`src/rtl/clut_loader_pkg.sv`:
```
// Shared types and VRAM/CLUT geometry for the CLUT loader and its address generator.
package clut_loader_pkg;

    typedef enum logic [1:0] {
        ST_IDLE,
        ST_REQ,
        ST_RECV,
        ST_DONE
    } state_e;

    localparam int VRAM_LINE_HW = 1024;
    localparam int VRAM_LINES   = 512;
    localparam int ADDR_W       = 18;

    // Burst length is tied to the 16-color palette granule.
    localparam int BURST_WORDS  = 8;
    localparam int BURSTS_8BPP  = 16;

    localparam int CLUT_X_LSB   = 0;
    localparam int CLUT_X_W     = 6;
    localparam int CLUT_Y_LSB   = 6;
    localparam int CLUT_Y_W     = 9;
    localparam int CLUT_ID_W    = CLUT_X_W + CLUT_Y_W;

    typedef struct packed {
        logic [CLUT_Y_W-1:0] y;
        logic [CLUT_X_W-1:0] x;
    } clut_id_t;

endpackage

```
`src/rtl/clut_loader_if.sv`:
```
// Front-end, VRAM arbiter and CLUT cache write signals of the loader; master is the loader.
interface clut_loader_if;
    import clut_loader_pkg::*;

    logic                 i_needLoading;
    logic [CLUT_ID_W-1:0] i_clutID;
    logic                 i_is8bpp;
    logic                 o_busy;
    logic                 o_done;
    logic                 o_memReq;
    logic [ADDR_W-1:0]    o_memAddr;
    logic                 i_memAck;
    logic                 i_memDataValid;
    logic [31:0]          i_memData;
    logic                 o_write;
    logic [6:0]           o_writeIdx128;
    logic [31:0]          o_colorOut;

    modport master (
        input  i_needLoading, i_clutID, i_is8bpp, i_memAck, i_memDataValid, i_memData,
        output o_busy, o_done, o_memReq, o_memAddr, o_write, o_writeIdx128, o_colorOut
    );

    modport slave (
        output i_needLoading, i_clutID, i_is8bpp, i_memAck, i_memDataValid, i_memData,
        input  o_busy, o_done, o_memReq, o_memAddr, o_write, o_writeIdx128, o_colorOut
    );

endinterface

```
`src/rtl/clut_loader_addr_gen.sv`:
```
// Burst start word address: 16-halfword blocks advance along the CLUT's line and
// wrap at the 1024-halfword line end without touching Y.
module clut_loader_addr_gen
    import clut_loader_pkg::*;
(
    input  clut_id_t          clut_id_i,
    input  logic [3:0]        burst_i,
    output logic [ADDR_W-1:0] addr_o
);
    logic [CLUT_X_W-1:0] x_blk;

    // A block is 8 words, so the 6-bit block number wraps exactly at the line end.
    always_comb begin
        x_blk  = clut_id_i.x + {2'b00, burst_i};
        addr_o = {clut_id_i.y, x_blk, 3'b000};
    end

endmodule

```
`src/rtl/clut_loader.sv`:
```
// CLUT cache loader: on a miss, fetches 1 (4bpp) or 16 (8bpp) VRAM bursts and
// streams each 32-bit beat into the cache write port one cycle after it arrives.
module clut_loader
    import clut_loader_pkg::*;
(
    input  logic          clk,
    input  logic          i_rst,
    clut_loader_if.master bus
);
    state_e      state_q, state_d;
    clut_id_t    id_q;
    logic        is8bpp_q;
    logic [3:0]  burst_q;
    logic [3:0]  beat_q;
    logic [6:0]  widx_q;
    logic        wr_q;
    logic [6:0]  wr_idx_q;
    logic [31:0] color_q;
    logic        burst_full;
    logic        last_burst;
    logic        beat_take;

    assign burst_full = (beat_q == 4'(BURST_WORDS));
    assign last_burst = !is8bpp_q || (burst_q == 4'(BURSTS_8BPP - 1));
    assign beat_take  = (state_q == ST_RECV) && bus.i_memDataValid && !burst_full;

    clut_loader_addr_gen u_addr_gen (
        .clut_id_i (id_q),
        .burst_i   (burst_q),
        .addr_o    (bus.o_memAddr)
    );

    always_ff @(posedge clk or posedge i_rst) begin
        if (i_rst) state_q <= ST_IDLE;
        else       state_q <= state_d;
    end

    // RECV lingers one cycle after the last beat so o_done trails the final write.
    always_comb begin
        state_d = state_q;
        case (state_q)
            ST_IDLE: if (bus.i_needLoading) state_d = ST_REQ;
            ST_REQ:  if (bus.i_memAck)      state_d = ST_RECV;
            ST_RECV: if (burst_full)        state_d = last_burst ? ST_DONE : ST_REQ;
            ST_DONE:                        state_d = ST_IDLE;
            default:                        state_d = ST_IDLE;
        endcase
    end

    always_comb begin
        bus.o_busy        = (state_q != ST_IDLE);
        bus.o_done        = (state_q == ST_DONE);
        bus.o_memReq      = (state_q == ST_REQ);
        bus.o_write       = wr_q;
        bus.o_writeIdx128 = wr_idx_q;
        bus.o_colorOut    = color_q;
    end

    always_ff @(posedge clk or posedge i_rst) begin
        if (i_rst) begin
            id_q     <= '0;
            is8bpp_q <= 1'b0;
            burst_q  <= '0;
            beat_q   <= '0;
            widx_q   <= '0;
            wr_q     <= 1'b0;
            wr_idx_q <= '0;
            color_q  <= '0;
        end else begin
            wr_q <= beat_take;
            if (beat_take) begin
                color_q  <= bus.i_memData;
                wr_idx_q <= widx_q;
                widx_q   <= widx_q + 7'd1;
                beat_q   <= beat_q + 4'd1;
            end
            case (state_q)
                ST_IDLE: if (bus.i_needLoading) begin
                    id_q     <= clut_id_t'(bus.i_clutID);
                    is8bpp_q <= bus.i_is8bpp;
                    burst_q  <= '0;
                    widx_q   <= '0;
                end
                ST_REQ:  if (bus.i_memAck) beat_q <= '0;
                ST_RECV: if (burst_full && !last_burst) burst_q <= burst_q + 4'd1;
                default: ;
            endcase
        end
    end

endmodule

```
`src/flat_wrapper.sv`:
```
// flat-port wrapper written by rule: the top's interface ports become plain ports
module clut_loader_flat import clut_loader_pkg::*;
  (clk, i_rst, bus_i_needLoading, bus_i_clutID, bus_i_is8bpp, bus_i_memAck, bus_i_memDataValid, bus_i_memData, bus_o_busy, bus_o_done, bus_o_memReq, bus_o_memAddr, bus_o_write, bus_o_writeIdx128, bus_o_colorOut);
  clut_loader_if bus_i ();
  input  logic clk;
  input  logic i_rst;
  input wire logic [$bits(bus_i.i_needLoading)-1:0] bus_i_needLoading;
  input wire logic [$bits(bus_i.i_clutID)-1:0] bus_i_clutID;
  input wire logic [$bits(bus_i.i_is8bpp)-1:0] bus_i_is8bpp;
  input wire logic [$bits(bus_i.i_memAck)-1:0] bus_i_memAck;
  input wire logic [$bits(bus_i.i_memDataValid)-1:0] bus_i_memDataValid;
  input wire logic [$bits(bus_i.i_memData)-1:0] bus_i_memData;
  output wire logic [$bits(bus_i.o_busy)-1:0] bus_o_busy;
  output wire logic [$bits(bus_i.o_done)-1:0] bus_o_done;
  output wire logic [$bits(bus_i.o_memReq)-1:0] bus_o_memReq;
  output wire logic [$bits(bus_i.o_memAddr)-1:0] bus_o_memAddr;
  output wire logic [$bits(bus_i.o_write)-1:0] bus_o_write;
  output wire logic [$bits(bus_i.o_writeIdx128)-1:0] bus_o_writeIdx128;
  output wire logic [$bits(bus_i.o_colorOut)-1:0] bus_o_colorOut;
  assign bus_i.i_needLoading = bus_i_needLoading;
  assign bus_i.i_clutID = bus_i_clutID;
  assign bus_i.i_is8bpp = bus_i_is8bpp;
  assign bus_i.i_memAck = bus_i_memAck;
  assign bus_i.i_memDataValid = bus_i_memDataValid;
  assign bus_i.i_memData = bus_i_memData;
  assign bus_o_busy = bus_i.o_busy;
  assign bus_o_done = bus_i.o_done;
  assign bus_o_memReq = bus_i.o_memReq;
  assign bus_o_memAddr = bus_i.o_memAddr;
  assign bus_o_write = bus_i.o_write;
  assign bus_o_writeIdx128 = bus_i.o_writeIdx128;
  assign bus_o_colorOut = bus_i.o_colorOut;
  clut_loader u_core (.clk(clk), .i_rst(i_rst), .bus(bus_i));
endmodule
```
`config.mk`:
```
export PLATFORM = sky130hd
export DESIGN_NAME = clut_loader_flat
export DESIGN_NICKNAME = d
export VERILOG_FILES = /design/src/rtl/clut_loader_pkg.sv /design/src/rtl/clut_loader_if.sv /design/src/rtl/clut_loader_addr_gen.sv /design/src/rtl/clut_loader.sv /design/src/flat_wrapper.sv
export SDC_FILE = /design/constraint.sdc
export NUM_CORES = 1
export LEC_CHECK = 0
export CAP_MARGIN = 15
export CORE_UTILIZATION = 50
export CTS_BUF_LIST = sky130_fd_sc_hd__clkbuf_2
export CTS_CLUSTER_SIZE = 30
export DETAILED_ROUTE_END_ITERATION = 10
export MAX_ROUTING_LAYER = met4
export PLACE_DENSITY = 0.85
export SYNTH_ARGS = -nofsm -noshare
export SYNTH_HDL_FRONTEND = slang
export SYNTH_SLANG_ARGS = --single-unit
```
`constraint.sdc`:
```
create_clock -name clk -period 6.7 [get_ports clk]
set_input_delay 1.34 -clock clk [delete_from_list [all_inputs] [get_ports clk]]
set_output_delay 1.34 -clock clk [all_outputs]
set_load 0.03 [all_outputs]
```
; ---- Yosys cells after proc, flatten, opt, wreduce, memory -nomap -nowiden
; Cells that the tools add are included.
[totals]
regBits = 73
elab_cells = 50
[op_classes]
add_sub_neg = 4
eq_ne = 9
n_mux = 14
n_reduce_logical = 13
[ops]
columns = operator, n
row1 = $mux 7, 3
row2 = $mux 4, 5
row3 = $add 4x1->4 const B, 2
row4 = $eq 4x4->1 const B, 2
row5 = $mux 2, 4
row6 = $pmux 2 s4, 1
row7 = $pmux 4 s2, 1
row8 = $add 7x1->7 const B, 1
row9 = $add 6x4->6, 1
row10 = $ne 2x2->1 const B, 3
row11 = $reduce_and 3->1, 2
row12 = $eq 2x2->1 const B, 2
row13 = $reduce_bool 2->1, 2
row14 = $logic_and 1x1->1, 3
row15 = $logic_not 1->1, 3
row16 = $eq 2x1->1 const B, 1
row17 = $logic_not 2->1, 1
row18 = $ne 2x1->1 const B, 1
row19 = $reduce_and 2->1, 1
row20 = $logic_or 1x1->1, 1

; ---- Longest topological paths before layout
[logic_depth]
ltp_word = 6
mapped_depth = 9

; ---- Modules after synthesis
; From an unflattened synthesis, not the netlist that was laid out.
[hier_totals]
hier_cells = 329
area_unflattened_um2 = 3280.6
[modules_own_cells]
columns = mod, n_inst, cells_per_inst, area_each_um2, seq_area_each_um2
row1 = clut_loader, 1, 298, 3017.9, 1826.8
row2 = clut_loader_addr_gen, 1, 31, 262.8, 0.0

; ---- Worst setup path before layout
; OpenSTA, ideal clock, no wires.
[synth_path]
path_kind = flip-flop to output port
from = register u_core.burst_q[0]
to = output bus_o_memAddr[7]
arrival_ns = 1.737
required_ns = 5.360
path_slack_ns = 3.623
path_stages_with_launch = 7
path_buffers = 0
cell_sequence = dfrtp_1 -> ha_1 -> inv_1 -> fa_1 -> o21bai_1 -> a21oi_1 -> xnor2_1
[synth_via]
elab_chain_cells = 1
[synth_rtl]
columns = item, line
row1 = from (decl), clut_loader.sv:13  ; logic [3:0] burst_q;
row2 = from (signal assigned), clut_loader.sv:85  ; ST_RECV: if (burst_full && !last_burst) burst_q <= burst_q + 4'd1;
row3 = $add 6x4->6, clut_loader_addr_gen.sv:14  ; x_blk = clut_id_i.x + {2'b00, burst_i};
row4 = to (decl), flat_wrapper.sv:16  ; output wire logic [$bits(bus_i.o_memAddr)-1:0] bus_o_memAddr;
; Every way passes these cells.

; ---- Worst setup path after layout
; Same ends and word-level chain as after synthesis.

==> reports/metrics.yaml <==
drt-initial-drc-count: 87
drtAntennaViolNets: 0
drv_cap: 0
finalPower_w: 0.00196
clockBufferDepth: 2
syn_area_sq_um: 3320
endpoint_kind: "primary output"
p_per_area_nw_per_um2: 440
crit_fanout: 6
synthCells: 250
rsz0062_at_grt: "no"
holdBufCountCts: 0
min_path_type: "flip-flop to flip-flop"
fillers: 480
cp.arrival_ns: 2.65
core_sq_um: 6390
fmax_mhz: 251
drive_gt1_frac: 0.219
netlist.area_leader.share: 0.551
port_buffers: 110
vias: 2257
finalCritPeriodShare: 0.595
dpl.hpwl_um: 4470
synthToLayoutAreaGrowth_pct: 34.5
diodes: 0
grt_max_degree: 74
ys_async_sr_fraction: 1.00
hold_violations: 0
worst_slew_pin_slew_ns: 0.911
initial_core_util: 0.519
worst-setup-path-type: "flip-flop to primary output"
yosysMostFrequentCell: "dfrtp_1"
peakVddDrop_mv: 0.306
wirelength_um: 6340
cts_setup_buffers: 0
maxSlewViolCount: 0
cp-start-kind: "flip-flop"
drc: 0
synth_common_cells: "dfrtp_1 (73), mux2_2 (54), buf_4 (14), nand2_1 (12), inv_1 (10)"
htreeDepth: 3
ys_ff_latch: 73
clock_tree.root_cell: "clkbuf_2"
insertion_delay_ns: 0.47
die_area_sq_um: 6960
yosysWarnings: 0
fp.dieH_um: 83.4
multi_input_comb_area_sq_um: 1280
ctsResizeCount: 0
cp_data_required_time_ns: 5.36
rows: 29
grt_antenna_before_repair: 0
clock_skew_ns: 0.0205
grt_use_total: 0.201
clock_sinks: 73
grt_remaining_overflow: 0
grt_pass1_wl_um: 10600
wl_per_cell_um: 14.6
status: "finished clean"
ys_seq_area_frac: 0.551
dieWidth_um: 83.4
regArea_sq_um: 1830
ys.flop_type: "dfrtp_1"
finalSetupTns_ns: 0
cts_tree: "built"
drt-pass1-iter-count: 4
setup_viol_count_final: 0
grt_pass1_vias: 2208
synth_edf_count: 0
ys_types: 41
clk_pin_slew_ns: 0.18
leakage_nw: 1.95
num_io_pins: 114
slew_headroom: 0.392
avgSynthCellArea_sq_um: 13.3
synth_area_leaders: "dfrtp_1 (55%), mux2_2 (18%), buf_4 (3.2%), ha_1 (3.0%), xnor2_1 (2.1%)"
cts_inserted_buffers: 9
min_period_ns: 3.99
layout.nets: 415
place_congestion: 0.751
synth_top_area_cell: "dfrtp_1"
post_drt_via_cell_ratio: 5.21
worst paths after layout:
path / start / endpoint / slack (ns) / cells past startpoint
max in group asynchronous: i_rst / u_core.state_q[1] / 4.66 / 3
min in group asynchronous: i_rst / u_core.bus.o_colorOut[12] / 1.42 / 3
setup reg to reg: u_core.beat_q[0] / u_core.bus.o_colorOut[5] / 4.30 / 6
hold / removal: u_core.beat_q[3] / u_core.beat_q[3] / 0.49 / 1
hold reg to reg: u_core.beat_q[3] / u_core.beat_q[3] / 0.49 / 1
setup / recovery: u_core.burst_q[0] / bus_o_memAddr[7] / 2.71 / 7
layout make-up:
cell class | count | area share
clock buffers | 10 | 0.0112
clock inverters | 4 | 0.00505
inverters | 10 | 0.00842
multi-input cells | 146 | 0.288
flip-flops and latches | 73 | 0.410
well taps | 77 | 0.0216
repair buffers | 113 | 0.256
worst max-delay path, stage by stage, from the launching register on:
cell and delay (ns):
dfrtp_1 0.47, ha_1 0.20, inv_1 0.05, fa_1 0.40, o21bai_1 0.15, a21oi_1 0.10, xnor2_1 0.13, clkdlybuf4s50_1 0.68
layer usage:
layer  wire length, um  global-route usage  vias to the layer above
met5                 0                   -                        -
li1                  -                   -                     1057
met2              3020               0.294                       84
met4               197               0.111                        0
met1              2740               0.261                     1099
met3               380              0.0437                       17
registers in the layout (all words and copies together), names as in the netlist:
register	count
u_core.widx_q	7
u_core.is8bpp_q	1
u_core.bus.o_write	1
u_core.bus.o_writeIdx128	7
u_core.id_q	15
u_core.beat_q	4
u_core.bus.o_colorOut	32
u_core.state_q	2
u_core.burst_q	4
placed cells by master, fill, tap and decap left out, drive strengths merged, types with 5 or more instances in the layout:
cell           Yosys  layout
nor2              10      10
clkbuf             0      10
inv               10      10
nand3              6       6
mux2i              5       5
nand2             12      12
a21oi              5       5
clkdlybuf4s50      0     110
dfrtp             73      73
xnor2              8       8
mux2              55      55
ha                 8       8
power breakdown:
group | internal, W | total, W | leakage (nW) | switching, W
registers | 0.000611 | 0.000726 | 0.911 | 0.000116
logic | 0.000500 | 0.00105 | 0.982 | 0.000547
clock network | 0.0000446 | 0.000188 | 0.0534 | 0.000143
total | 0.00116 | 0.00196 | 1.95 | 0.000806
stage by stage:
step	instance area (sq um)	util	worst slack, ns	std cells	hold slack, ns
global route	4460	0.698	2.53	433	0.501
finish	4460	0.698	2.71	433	0.489
global placement	4360	0.683	3.31	418	0.457
CTS	4430	0.694	2.68	432	0.487
floorplan	3320	-	3.51	252	0.437
detailed placement	4360	0.683	3.25	418	0.467
logic make-up (layout without fill, tap and decap cells):
group	after synthesis	after routing	share of synthesized area
fa+ha+maj	9	9	0.0362
xor+xnor	10	10	0.0264
other cells	1	3	0.00113
mux	60	60	0.203
compound gates	17	17	0.0347
flops	73	73	0.551
simple gates	47	47	0.0815
buf+inv	33	137	0.0660
No activity file was read; power rests on OpenSTA's default activity.
